<file path="config.mk">
export PLATFORM = sky130hd
export DESIGN_NAME = store_buffer
export DESIGN_NICKNAME = d
export VERILOG_FILES = /design/src/rtl/sbuf_pkg.sv /design/src/rtl/sbuf_fwd_match.sv /design/src/rtl/store_buffer.sv
export SDC_FILE = /design/constraint.sdc
export NUM_CORES = 1
export LEC_CHECK = 0
export CORE_MARGIN = 1
export CORE_UTILIZATION = 53
export CTS_BUF_LIST = sky130_fd_sc_hd__clkbuf_4
export DETAILED_ROUTE_END_ITERATION = 8
export HOLD_SLACK_MARGIN = 0.03
export PLACE_DENSITY = 0.84
export SLEW_MARGIN = 20
export SYNTH_ARGS = -nofsm -noshare
export SYNTH_HDL_FRONTEND = slang
export SYNTH_SLANG_ARGS = --single-unit
</file>
<file path="constraint.sdc">
create_clock -name clk -period 23.6 [get_ports clk]
set_clock_uncertainty 0.05 [all_clocks]
set_input_delay 3.54 -clock clk [delete_from_list [all_inputs] [get_ports clk]]
set_output_delay 3.54 -clock clk [all_outputs]
set_load 0.03 [all_outputs]
</file>
<file path="src/rtl/sbuf_pkg.sv">
// Store buffer shared types and defaults.
// Holds default geometry, pointer width and the entry layout.
package sbuf_pkg;

  localparam int SB_DEPTH = 4;
  localparam int SB_AW    = 32;
  localparam int SB_DW    = 32;
  localparam int SB_PW    = $clog2(SB_DEPTH);

  typedef struct packed {
    logic [SB_AW-1:2] addr;
    logic [SB_DW-1:0] data;
  } sbuf_entry_t;

endpackage

</file>
<file path="src/rtl/sbuf_fwd_match.sv">
// Youngest-match search over buffered stores for load forwarding.
// Ports: entAddr/entData (entries), head, cnt, matchAddr -> hit, data.
module sbuf_fwd_match #(
  parameter int DEPTH = 4,
  parameter int AW    = 32,
  parameter int DW    = 32,
  parameter int PW    = $clog2(DEPTH),
  parameter int CW    = $clog2(DEPTH) + 1
) (
  input  logic [AW-3:0] entAddr [DEPTH],
  input  logic [DW-1:0] entData [DEPTH],
  input  logic [PW-1:0] head,
  input  logic [CW-1:0] cnt,
  input  logic [AW-3:0] matchAddr,
  output logic          hit,
  output logic [DW-1:0] data
);

  // Walk oldest to youngest; later matches overwrite earlier ones.
  always_comb begin
    hit  = 1'b0;
    data = '0;
    for (int i = 0; i < DEPTH; i++) begin
      if (CW'(i) < cnt &&
          entAddr[head + PW'(i)] == matchAddr) begin
        hit  = 1'b1;
        data = entData[head + PW'(i)];
      end
    end
  end

endmodule

</file>
<file path="src/rtl/store_buffer.sv">
// Posted-write buffer between core M stage and single-port data RAM.
// Ports: core_* (core side), ram_* (RAM side), stall, count.
module store_buffer
  import sbuf_pkg::*;
#(
  parameter int DEPTH = SB_DEPTH,
  parameter int AW    = SB_AW,
  parameter int DW    = SB_DW
) (
  input  logic                     clk,
  input  logic                     rst,
  input  logic                     core_we,
  input  logic                     core_re,
  input  logic [AW-1:0]            core_addr,
  input  logic [DW-1:0]            core_wdata,
  output logic [DW-1:0]            core_rdata,
  output logic                     stall,
  output logic                     ram_we,
  output logic [AW-1:0]            ram_addr,
  output logic [DW-1:0]            ram_wdata,
  input  logic [DW-1:0]            ram_rdata,
  input  logic                     ram_ready,
  output logic [$clog2(DEPTH):0]   count
);

  localparam int PW = $clog2(DEPTH);
  localparam int CW = PW + 1;

  logic [AW-3:0] entAddr [DEPTH];
  logic [DW-1:0] entData [DEPTH];
  logic [PW-1:0] head;
  logic [PW-1:0] tail;
  logic [CW-1:0] cnt;

  logic          notEmpty;
  logic          full;
  logic          drain;
  logic          push;
  logic          stallSt;
  logic          stallLd;
  logic          hit;
  logic [DW-1:0] fwdData;

  assign notEmpty = cnt != '0;
  assign full     = cnt == CW'(DEPTH);

  // Loads own the RAM port; otherwise drain the head when RAM is free.
  assign drain   = !core_re && notEmpty && ram_ready;
  assign ram_we  = drain;
  assign stallSt = core_we && full && !drain;
  assign stallLd = core_re && !hit && !ram_ready;
  assign stall   = stallSt | stallLd;
  assign push    = core_we && !stallSt;

  always_comb begin
    ram_addr = core_addr;
    if (!core_re && notEmpty)
      ram_addr = {entAddr[head], 2'b00};
  end

  assign ram_wdata  = entData[head];
  assign core_rdata = hit ? fwdData : ram_rdata;
  assign count      = cnt;

  sbuf_fwd_match #(
    .DEPTH(DEPTH),
    .AW   (AW),
    .DW   (DW),
    .PW   (PW),
    .CW   (CW)
  ) uFwd (
    .entAddr  (entAddr),
    .entData  (entData),
    .head     (head),
    .cnt      (cnt),
    .matchAddr(core_addr[AW-1:2]),
    .hit      (hit),
    .data     (fwdData)
  );

  always_ff @(posedge clk or posedge rst) begin
    if (rst) begin
      head <= '0;
      tail <= '0;
      cnt  <= '0;
      for (int i = 0; i < DEPTH; i++) begin
        entAddr[i] <= '0;
        entData[i] <= '0;
      end
    end else begin
      if (push) begin
        entAddr[tail] <= core_addr[AW-1:2];
        entData[tail] <= core_wdata;
        tail          <= tail + 1'b1;
      end
      if (drain)
        head <= head + 1'b1;
      unique case ({push, drain})
        2'b10:   cnt <= cnt + 1'b1;
        2'b01:   cnt <= cnt - 1'b1;
        default: cnt <= cnt;
      endcase
    end
  end

endmodule

</file>
==> impl_metrics.env, run 1 <==
export IMPL_hp_class="reg -> reg"
export IMPL_crit_type="in -> out"
export IMPL_design_area_mm2=0.0228
export IMPL_grt_max_degree=224
export IMPL_grt_use_met1_pct=40.3
export IMPL_synth_main_ff_cell="dfrtp_1"
export IMPL_status="complete, no violations"
export IMPL_io_pins=202
export IMPL_worstPathMaxFanout=43
export IMPL_avgSynthCellArea_um2=10.5
export IMPL_worst_ep_required_time_ns=20.01
export IMPL_syn_nets=2007
export IMPL_place_gp_congestion=0.991
export IMPL_use_met3_pct=7.98
export IMPL_die_y_um=196
export IMPL_drc_errors=0
export IMPL_routed_wl_mm=60.9
export IMPL_grt_pass1_wl_mm=94.1
export IMPL_cts_hold_repair_buffers=0
export IMPL_start_kind="primary input"
export IMPL_fin_crit_sh_pct=52.9
export IMPL_clk_pin_slew_worst_paths_ns=0.07
export IMPL_fin_nets=2133
export IMPL_max_slew_margin_pct=21.2
export IMPL_via_per_inst=6.63
export IMPL_cp_slowest_cell="or4b_2"
export IMPL_rsz0062_at_grt="no"
export IMPL_cts_root_buf="clkbuf_4"
export IMPL_end_kind="output pin"
export IMPL_synth_cells=1898
export IMPL_wire_per_inst_um=24.0
export IMPL_ys_seq_area_share_pct=32.0
export IMPL_setup_viol=0
export IMPL_power_density_mw_per_mm2=169
export IMPL_drtIter0Drc=1400
export IMPL_tns_ns=0
export IMPL_postPlaceCellArea_mm2=0.0219
export IMPL_postCtsSetupBuffers=0
export IMPL_cts_tree="done"
export IMPL_post_dp_hpwl_mm=40.9
export IMPL_cts_buffer_depth=3
export IMPL_multi_input_comb_area_mm2=0.0127
export IMPL_drv_cap=0
export IMPL_drtPass1Iterations=8
export IMPL_fill_cells=2946
export IMPL_worstPathArrival_ns=8.89
export IMPL_area_growth_pct=14.5
export IMPL_use_met2_pct=50.7
export IMPL_htreeDepth=3
export IMPL_ant_nets=0
export IMPL_gr_usage_all_layers_pct=31.5
export IMPL_drive_above_1_share_pct=26.2
export IMPL_cpPeakStageDelay_ns=1.21
export IMPL_antenna_found_initial=5
export IMPL_grt_overflow_total=0
export IMPL_cts_sinks=255
export IMPL_hold_viol_final=0
export IMPL_vdd_drop_max_uv=112
export IMPL_die_area_mm2=0.0384
export IMPL_coreArea_mm2=0.0368
export IMPL_ys_types=78
export IMPL_layout_setup_ws_ns=11.12
export IMPL_pre_cts_ws_ns=11.30
export IMPL_synth_edff_count=0
export IMPL_portBuffers=201
export IMPL_register_area_mm2=0.00639
export IMPL_final_common_cell="mux2_2"
export IMPL_fmax_mhz=80.2
export IMPL_slew_violations=0
export IMPL_synth_seq_cells=255
export IMPL_crit_buf_inv=2
export IMPL_period_minus_slack_ns=12.48
export IMPL_power_leakage_uw=0.00929
export IMPL_vias=16900
export IMPL_async_flop_share_pct=100
export IMPL_synth_warnings=0
export IMPL_top_usage_layer="met2"
export IMPL_start_util_pct=54.2
export IMPL_path_cells="clkdlybuf4s50_1 -> o22ai_1 -> nor4_1 -> o2111ai_1 -> or4b_2 -> nand3_2 -> and2_4 -> nand2_4 -> o21ai_0 -> clkdlybuf4s50_1"
export IMPL_syn_cell_area_mm2=0.0199
export IMPL_grt_pass1_vias=16400
export IMPL_path_delay_family="simple AND/OR/NAND/NOR gates"
export IMPL_final_cell_mix="mux2_2, dfrtp_1, clkdlybuf4s50_1"
export IMPL_die_x_um=196
export IMPL_cts_buffers=73
export IMPL_tightest_slew_ns=1.18
export IMPL_clock_latency_ns=0.72
export IMPL_cpMostUsedCell="clkdlybuf4s50_1"
export IMPL_post_cts_resized=0
export IMPL_rows=70
metrics by stage:
| step | util [%] | total power, uW | hold WS [ns] | instances |
|---|---|---|---|---|
| 2_1_floorplan | - | 2700 | 0.432 | 1898 |
| 3_3_place_gp | 59.6 | 3300 | 0.452 | 2417 |
| 3_5_place_dp | 59.6 | 3380 | 0.464 | 2417 |
| 4_1_cts | 62.0 | 3810 | 0.477 | 2539 |
| 5_1_grt | 62.0 | 4050 | 0.499 | 2540 |
| 6_report | 62.0 | 3850 | 0.477 | 2541 |
power breakdown:
group	internal, uW	leakage [uW]	switching (uW)	total [uW]
Combinational	1160	0.00573	1350	2510
Sequential	662	0.00305	262	924
Clock	204	0.000517	207	411
Total	2030	0.00929	1820	3850
area by class of cell:
cell class	instances	share of cell area, %
Inverter	32	0.565
Clock inverter	24	0.571
Timing Repair Buffer	221	9.55
Multi-Input combinational cell	1441	55.5
Sequential cell	255	28.0
Tap cell	468	2.57
Clock buffer	98	3.23
Antenna cell	2	0.0219
sequential cells by signal, summed over array words and instances (netlist names):
name / cells
count: 3
entAddr: 120
entData: 128
head: 2
tail: 2
path summary, 6_finish.rpt:
| check | startpoint | endpoint | slack, ns | cells past startpoint |
|---|---|---|---|---|
| setup / recovery | core_addr[20] | core_rdata[5] | 11.12 | 10 |
| hold / removal | entData[73] | entData[73] | 0.48 | 1 |
| setup reg to reg | count[2] | entAddr[103] | 20.00 | 9 |
| hold reg to reg | entData[73] | entData[73] | 0.48 | 1 |
| max in group asynchronous | rst | entAddr[20] | 18.00 | 4 |
| min in group asynchronous | rst | head[0] | 3.31 | 2 |
synthesized netlist by cell type, types with 5 or more instances:
library cell	number	area, um2
nand3b_1	8	60.1
a21boi_0	9	67.6
clkbuf_1	90	338
buf_1	20	75.1
nor3_1	14	70.1
nand4_1	38	238
o21ai_1	29	145
nand2_1	119	447
nor2b_1	18	113
mux2i_1	173	1730
o31ai_1	8	60.1
nand2b_1	16	100
and3_1	24	150
a211oi_1	19	143
nor3b_1	16	120
xnor2_1	96	841
a21oi_1	94	470
o21ai_0	118	591
buf_2	37	185
dfrtp_1	255	6380
buf_4	12	90.1
a31oi_1	9	56.3
buf_6	9	101
or3_1	8	50.1
xor2_1	12	105
o21a_1	13	97.6
nor2_1	69	259
mux2_2	269	3030
ha_1	8	100
nand3_1	28	140
mux4_2	108	2430
or2_2	11	68.8
o22ai_1	25	156
o2111ai_1	5	43.8
nor4_1	15	93.8
inv_1	32	120
routing by layer:
metal	share of wire, %	routed length [um]	up-vias
met5	0.069	42	-
met4	3.8	2320	6
met3	9.7	5880	191
met2	47	28900	902
met1	39	23800	8358
li1	-	-	7402
cells by family (layout without fill, tap and decap cells):
family | after synthesis | in the layout | synth area share [%]
other cells | 0 | 2 | 0
simple gates | 401 | 401 | 10.4
fa+ha+maj | 8 | 8 | 0.502
compound gates | 368 | 368 | 11.0
flops | 255 | 255 | 32.0
xor+xnor | 110 | 110 | 4.91
mux | 554 | 554 | 36.4
buf+inv | 202 | 375 | 4.74
Power figures use the tool's default switching activity.
==> run 2: changes to the inputs <==
==> constraint.sdc (replaced) <==
create_clock -name clk -period 12.4 [get_ports clk]
set_clock_uncertainty 0.05 [all_clocks]
set_input_delay 1.86 -clock clk [delete_from_list [all_inputs] [get_ports clk]]
set_output_delay 1.86 -clock clk [all_outputs]
set_load 0.03 [all_outputs]
==> run 2 against run 1 <==
  * Worst hold slack worse by 0.0015 ns
  * Power up 91%
  * Wire length down 0.27%
  * Critical path depth up 2
  * Sequential power up 93%
  * Non-clock buffer count up 4
  * Register-to-register slack worse by 11 ns
  * Design area up 0.37%
  * Critical path type is now reg -> out
  * Largest cell class unchanged
  * Largest power group unchanged
==> impl_metrics.env, run 2 (synthesized netlist as in run 1, its figures left out) <==
export IMPL_wire_per_inst_um=23.9
export IMPL_cts_buffers=72
export IMPL_clk_pin_slew_worst_paths_ns=0.06
export IMPL_power_density_mw_per_mm2=320
export IMPL_hold_viol_final=0
export IMPL_drive_above_1_share_pct=26.7
export IMPL_fmax_mhz=104
export IMPL_slew_violations=0
export IMPL_min_to="entData[86]"
export IMPL_status="complete, no violations"
export IMPL_gr_usage_all_layers_pct=31.9
export IMPL_final_util_pct=62.2
export IMPL_die_x_um=196
export IMPL_min_from="entData[86]"
export IMPL_worstPathArrival_ns=7.69
export IMPL_die_area_mm2=0.0384
export IMPL_postPlaceCellArea_mm2=0.0219
export IMPL_cts_hold_repair_buffers=0
export IMPL_cts_sinks=255
export IMPL_worstRegToRegCells=9
export IMPL_io_pins=202
export IMPL_grt_max_degree=116
export IMPL_start_util_pct=54.2
export IMPL_drv_cap=0
export IMPL_final_common_cell="mux2_2"
export IMPL_regMostFlops="entData"
export IMPL_end_kind="output pin"
export IMPL_largest_register_ffs=128
export IMPL_antenna_found_initial=4
export IMPL_period_minus_slack_ns=9.60
export IMPL_cts_buffer_depth=3
export IMPL_design_area_mm2=0.0229
export IMPL_ff2ff_setup_slack_ns=8.70
export IMPL_start_kind="flop"
export IMPL_power_leakage_uw=0.00934
export IMPL_drtPass1Iterations=8
export IMPL_fin_nets=2136
export IMPL_clock_latency_ns=0.73
export IMPL_setup_viol=0
export IMPL_place_gp_congestion=1.00
export IMPL_die_y_um=196
export IMPL_tightest_slew_ns=1.17
export IMPL_vias=16800
export IMPL_fin_crit_sh_pct=77.4
export IMPL_worstPathMaxFanout=65
export IMPL_routed_wl_mm=60.8
export IMPL_hold_depth=1
export IMPL_portBuffers=201
export IMPL_r2r_end="entAddr[82]"
export IMPL_tns_ns=0
export IMPL_crit_reg2reg_launch="count[2]"
export IMPL_hp_class="reg -> reg"
export IMPL_grt_overflow_total=0
export IMPL_htreeDepth=3
export IMPL_ant_nets=0
export IMPL_crit_type="reg -> out"
export IMPL_post_cts_resized=0
export IMPL_drc_errors=0
export IMPL_postCtsSetupBuffers=0
export IMPL_via_per_inst=6.61
export IMPL_critPathLaunch="head[1]"
export IMPL_grt_pass1_wl_mm=95.6
export IMPL_area_growth_pct=14.9
export IMPL_cts_tree="done"
export IMPL_grt_pass1_vias=16700
export IMPL_post_dp_hpwl_mm=41.0
export IMPL_coreArea_mm2=0.0368
export IMPL_rsz0062_at_grt="no"
export IMPL_drtIter0Drc=1338
export IMPL_max_slew_margin_pct=22.1
export IMPL_rows=70
export IMPL_vdd_drop_max_uv=209
export IMPL_final_cell_mix="mux2_2, dfrtp_1, clkdlybuf4s50_1"
export IMPL_cts_root_buf="clkbuf_4"
export IMPL_worst_ep_required_time_ns=10.49
export IMPL_fill_cells=2910
[run 2: power by group]
part           internal, uW  switching, uW
Sequential             1260            522
Clock                   416            386
Combinational          2210           2540
Total                  3890           3450
[run 2: how the worst max path moves through the flow]
stage	end	slack (ns)	cells past startpoint
global placement	core_rdata[5]	3.55	10
finish	core_rdata[5]	2.80	12
CTS	core_rdata[3]	2.80	12
global route	core_rdata[5]	2.51	12
detailed placement	core_rdata[3]	3.55	10
floorplan	count[0]	3.48	1
[run 2: metal layers]
layer  GRT usage [%]  share of wire (%)
met4            14.6                4.2
met2            51.0                 47
met5               0              0.020
met1            41.0                 39
met3            7.79                9.1
[run 2: cell type report]
class                   instances  area (um2)  share of cell area [%]
clock buffers                 108         811                    3.54
multi-input cells            1441       12700                    55.3
well taps                     468         586                    2.56
inverters                      32         129                   0.563
clock inverters                12        88.8                   0.388
repair buffers                225        2230                    9.74
flip-flops and latches        255        6390                    27.9
diodes                          2        5.00                  0.0219
[run 2: through the flow]
step,worst slack [ns],hold slack (ns),power (uW),instances
6_report,2.80,0.476,7330,2543
5_1_grt,2.51,0.503,7750,2542
4_1_cts,2.80,0.479,7270,2540
3_5_place_dp,3.55,0.460,6430,2420
3_3_place_gp,3.55,0.448,6300,2420
2_1_floorplan,3.48,0.432,5130,1898
[run 2: worst max-delay path, cell delays in order (launching register included)]
cell             delay [ns]
dfrtp_4                0.86
buf_4                  0.71
buf_4                  0.78
mux4_2                 0.42
xor2_1                 0.20
a2111o_1               0.46
nor4_2                 0.50
or4b_2                 1.13
nand3_2                0.31
and2_4                 0.23
nand2_4                0.24
o21ai_0                0.35
clkdlybuf4s50_1        0.73
